File: src/rtl/ef_modcounter.sv
// Enable/direction (E/F) modulo counter: counts 0..MODULUS-1 up or down, with
// parallel load, wrap-or-saturate ends, a combinational terminal count and a registered overflow pulse.
module ef_modcounter #(
    parameter int WIDTH    = 4,
    parameter int MODULUS  = 10,
    parameter bit SATURATE = 1'b0
) (
    input  logic             clk,
    input  logic             reset,
    input  logic             E,
    input  logic             F,
    input  logic             load,
    input  logic [WIDTH-1:0] load_val,
    output logic [WIDTH-1:0] present,
    output logic [WIDTH-1:0] next,
    output logic             tc,
    output logic             ovf
);

    generate
        if (MODULUS < 2 || MODULUS > (2 ** WIDTH)) begin : g_bad_modulus
            $error("ef_modcounter: MODULUS must lie in 2..2**WIDTH");
        end
    endgenerate

    localparam logic [WIDTH:0] MAX_V  = (WIDTH + 1)'(MODULUS - 1);
    localparam logic [WIDTH:0] ONE_V  = (WIDTH + 1)'(1);
    localparam logic [WIDTH:0] ZERO_V = '0;

    localparam logic [2:0] OP_HOLD = 3'd0;
    localparam logic [2:0] OP_LOAD = 3'd1;
    localparam logic [2:0] OP_UP   = 3'd2;
    localparam logic [2:0] OP_DOWN = 3'd3;
    localparam logic [2:0] OP_BAD  = 3'd4;

    logic [WIDTH-1:0] present_q, present_d;
    logic             ovf_q, ovf_d;
    logic             tc_d;
    logic [2:0]       op;
    logic [WIDTH:0]   cur_ext, load_ext, next_ext;
    logic             unused_msb;

    always_comb begin
        cur_ext  = {1'b0, present_q};
        load_ext = {1'b0, load_val};
        tc_d     = 1'b0;
        next_ext = cur_ext;

        // An out-of-range state (only reachable by upset) overrides every input.
        if (cur_ext > MAX_V) begin
            op = OP_BAD;
        end else if (load) begin
            op = OP_LOAD;
        end else if (E) begin
            op = F ? OP_UP : OP_DOWN;
        end else begin
            op = OP_HOLD;
        end

        case (op)
            OP_HOLD: next_ext = cur_ext;
            OP_LOAD: next_ext = (load_ext > MAX_V) ? MAX_V : load_ext;
            OP_UP: begin
                if (cur_ext == MAX_V) begin
                    tc_d     = 1'b1;
                    next_ext = SATURATE ? MAX_V : ZERO_V;
                end else begin
                    next_ext = cur_ext + ONE_V;
                end
            end
            OP_DOWN: begin
                if (cur_ext == ZERO_V) begin
                    tc_d     = 1'b1;
                    next_ext = SATURATE ? ZERO_V : MAX_V;
                end else begin
                    next_ext = cur_ext - ONE_V;
                end
            end
            default: next_ext = ZERO_V;
        endcase

        present_d  = next_ext[WIDTH-1:0];
        unused_msb = next_ext[WIDTH];
        ovf_d      = tc_d;
    end

    always_ff @(posedge clk) begin
        if (reset) begin
            present_q <= '0;
            ovf_q     <= 1'b0;
        end else begin
            present_q <= present_d;
            ovf_q     <= ovf_d;
        end
    end

    assign present = present_q;
    assign next    = present_d;
    assign tc      = tc_d;
    assign ovf     = ovf_q;

endmodule

File: config.mk
export PLATFORM = sky130hd
export DESIGN_NAME = ef_modcounter
export DESIGN_NICKNAME = d
export VERILOG_FILES = /design/src/rtl/ef_modcounter.sv
export SDC_FILE = /design/constraint.sdc
export NUM_CORES = 1
export LEC_CHECK = 0
export CAP_MARGIN = 5
export CORE_AREA = 3 3 40 42
export CTS_BUF_LIST = sky130_fd_sc_hd__clkbuf_2
export DETAILED_ROUTE_END_ITERATION = 8
export DIE_AREA = 0 0 43 45
export PLACE_DENSITY = 0.68
export SYNTH_ARGS = -nofsm -noshare
export SYNTH_HDL_FRONTEND = slang
export SYNTH_SLANG_ARGS = --single-unit
File: constraint.sdc
create_clock -name clk -period 1.2 [get_ports clk]
set_input_delay 0.24 -clock clk [delete_from_list [all_inputs] [get_ports clk]]
set_output_delay 0.24 -clock clk [all_outputs]
set_load 0.05 [all_outputs]
==> impl_metrics.yaml <==
sta:
  slew_headroom: 0.756
  grt_setup_unrepaired: "true"
  finalCritPeriodShare: 1.42
  clock_skew_ns: 0.00973
  period_minus_slack_ns: 1.71
  max_freq_ghz: 0.586
  setup_violations: 9
  hold_violations: 0
  worst_pin_slew_ns: 0.365
  finalMaxSlewViolations: 0
  setup_slack_ns: -0.508
  timing.hold.ws_ns: 0.652
global_routing:
  grt_pass1_wl_mm: 3.06
  met2_usage: 0.398
  overflow: 0
  grt_max_degree: 10
  grt.met3_usage: 0.0478
  grt_pass1_vias: 649
  antenna_found_initial: 0
  grtUsageTotal: 0.218
  met1_usage: 0.236
  grt.busiest_layer: "met2"
power_and_ir_drop:
  p_seq_frac: 0.238
  p_int_w: 0.000496
  powerDensity_nw_per_um2: 801
  clock_power_share: 0.209
  p_sw_w: 0.000345
  power.share.switching: 0.410
  combPwrFrac: 0.553
  ir_drop_mv: 0.700
  p_leak_nw: 0.434
worst_hold_path:
  hp-start: "reset"
  min_path_type: "in -> reg"
worst_setup_path:
  startpoint_type: "flop"
  r2r_start: "present[1]"
  endpoint: "next[2]"
  r2r_setup_slack_ns: -0.16
  end_kind: "output port"
  cp_max_fo: 8
  reg2reg_to: "present[2]"
  cp.arrival_ns: 1.47
  crit_start: "present[1]"
  crit_type: "reg -> out"
  required_ns: 0.96
  reg2reg_depth: 5
final_layout:
  antennaDiodeCount: 0
  area_growth_pct: 138
  final_nets: 107
  drive_above_1_share: 0.629
  fin_area_um2: 1050
  stdcell_count: 112
yosys:
  ys_seq_area_frac: 0.227
  ys_types: 29
  synth_warnings: 0
  syn_avg_cell_area_um2: 7.46
  ys_seq_elements: 5
  synth.net_count: 68
  synth_area_um2: 440
  synth_cells: 59
detailed_routing:
  avgViaCountPerCell: 5.46
  drtAntennaViolNets: 0
  drt_iter0_drc: 4
  wire_per_inst_um: 16.3
  drc: 0
  drt-total-wl_mm: 1.82
  first_pass_iters: 4
  num_vias: 611
floorplanning:
  core_um2: 1280
  io_pins: 19
  start_util: 0.343
  die_w_um: 43
  die_area_um2: 1940
  fp.dieH_um: 45
  rows: 13
place:
  dp_hpwl_mm: 1.29
  io_buffers: 18
  dp.cells: 107
  gp_congestion: 0.854
  place_area_um2: 921
run_status:
  violations: "setup timing"
  status: "complete, but fails checks"
clock_tree:
  numCtsBuffers: 3
  cts-root-buf: "clkbuf_2"
  cts_sinks: 5
  cts_tree: "done"
  htree_num_levels: 1
  clk_path_buf_depth: 2
  clkSlewWorstSetupHoldPaths_ns: 0.07
  clk-insertion-delay-late_ns: 0.25
job:
  cap_violations: 0
how the worst min path moves through the flow:
stage,to,slack [ns],cells after the start
floorplan,present[2],0.29,1
global placement,ovf,0.66,3
detailed placement,ovf,0.66,3
CTS,ovf,0.64,2
global route,ovf,0.66,2
finish,ovf,0.65,2
per-stage QoR:
stage	setup WS, ns	TNS [ns]	total power, W	util
floorplan	-0.489	-1.93	0.000407	-
global placement	-0.614	-4.64	0.000612	0.717
detailed placement	-0.637	-5.00	0.000621	0.717
CTS	-0.500	-2.35	0.000815	0.781
global route	-0.563	-3.26	0.000883	0.817
finish	-0.508	-2.62	0.000841	0.817
cells in the mapped netlist:
cell type,n,area [µm²]
and4b_1,1,10.0
a32oi_1,1,8.76
dfxtp_1,5,100
buf_4,1,7.51
nor2_1,7,26.3
nand3b_1,1,7.51
nor2b_1,1,6.26
and2b_1,1,7.51
xnor2_1,1,8.76
nor4b_1,1,8.76
nor3_1,2,10.0
nand4b_1,4,35.0
a21boi_0,1,7.51
nand2b_1,2,12.5
xor2_1,1,8.76
o21ai_0,4,20.0
o21ai_2,1,8.76
o21ai_1,3,15.0
a31oi_1,3,18.8
or2_4,1,8.76
buf_6,1,11.3
a41oi_2,1,16.3
nor3b_1,2,15.0
o211ai_1,1,7.51
buf_2,2,10.0
nand4_1,1,6.26
nand3_1,3,15.0
nand2_1,5,18.8
inv_1,1,3.75
what timing repair did:
item / in CTS / in global routing
endpoints found under the setup margin: 10 / 11
endpoints found under the hold margin: 0 / 0
gates resized for setup: 16 / 9
hold buffers: 0 / 0
pin swaps: 7 / 10
setup buffers: 1 / 2
sequential cells by signal, summed over array words and instances, names as in the netlist:
| name | cells |
|---|---|
| present | 4 |
| ovf | 1 |
metal layers:
layer  share of wire  vias to the layer above
met5               0                        -
met4           0.027                        0
met3           0.041                        8
met2            0.53                       19
met1            0.41                      287
li1                -                      297
layout by cell type, fill, tap and decap left out, types with 2 or more instances in the layout:
cell type,synthesis,final
buf_4,1,17
buf_12,0,10
nor2_1,7,5
nand2_1,5,5
o21ai_2,1,5
clkdlybuf4s50_1,0,5
nand4b_1,4,4
clkbuf_2,0,4
dfxtp_4,0,4
dlygate4sd2_1,0,3
buf_6,1,3
nand3_4,0,2
o21ai_0,4,2
a31oi_1,3,2
kinds of logic (layout without fill, tap and decap cells):
kind of cell	count (synthesis)	count (layout)	synth area share
simple gates	32	32	0.426
compound gates	15	15	0.233
flops	5	5	0.227
buf+inv	5	43	0.0739
xor+xnor	2	2	0.0398
power by group through the flow:
stage	registers, W	clock network (W)	logic, W
after detailed placement	0.000199	0	0.000422
after floorplan	0.000224	0	0.000183
after global placement	0.000199	0	0.000413
after CTS	0.000198	0.000172	0.000445
after global routing	0.000203	0.000194	0.000486
final	0.000200	0.000175	0.000465
final cells by class:
class / instances / area, µm²
Clock buffer: 4 / 20.0
Fill cell: 78 / 235
Inverter: 1 / 3.75
Multi-Input combinational cell: 49 / 454
Sequential cell: 5 / 115
Tap cell: 15 / 18.8
Timing Repair Buffer: 38 / 438
critical path, cell delays in order, from the launching register on:
cell and delay, ns:
dfxtp_4 0.37, or2_4 0.28, nor3b_4 0.20, o21ai_2 0.09, nand4_1 0.13, buf_12 0.15
(Power assumes the default switching activity.)
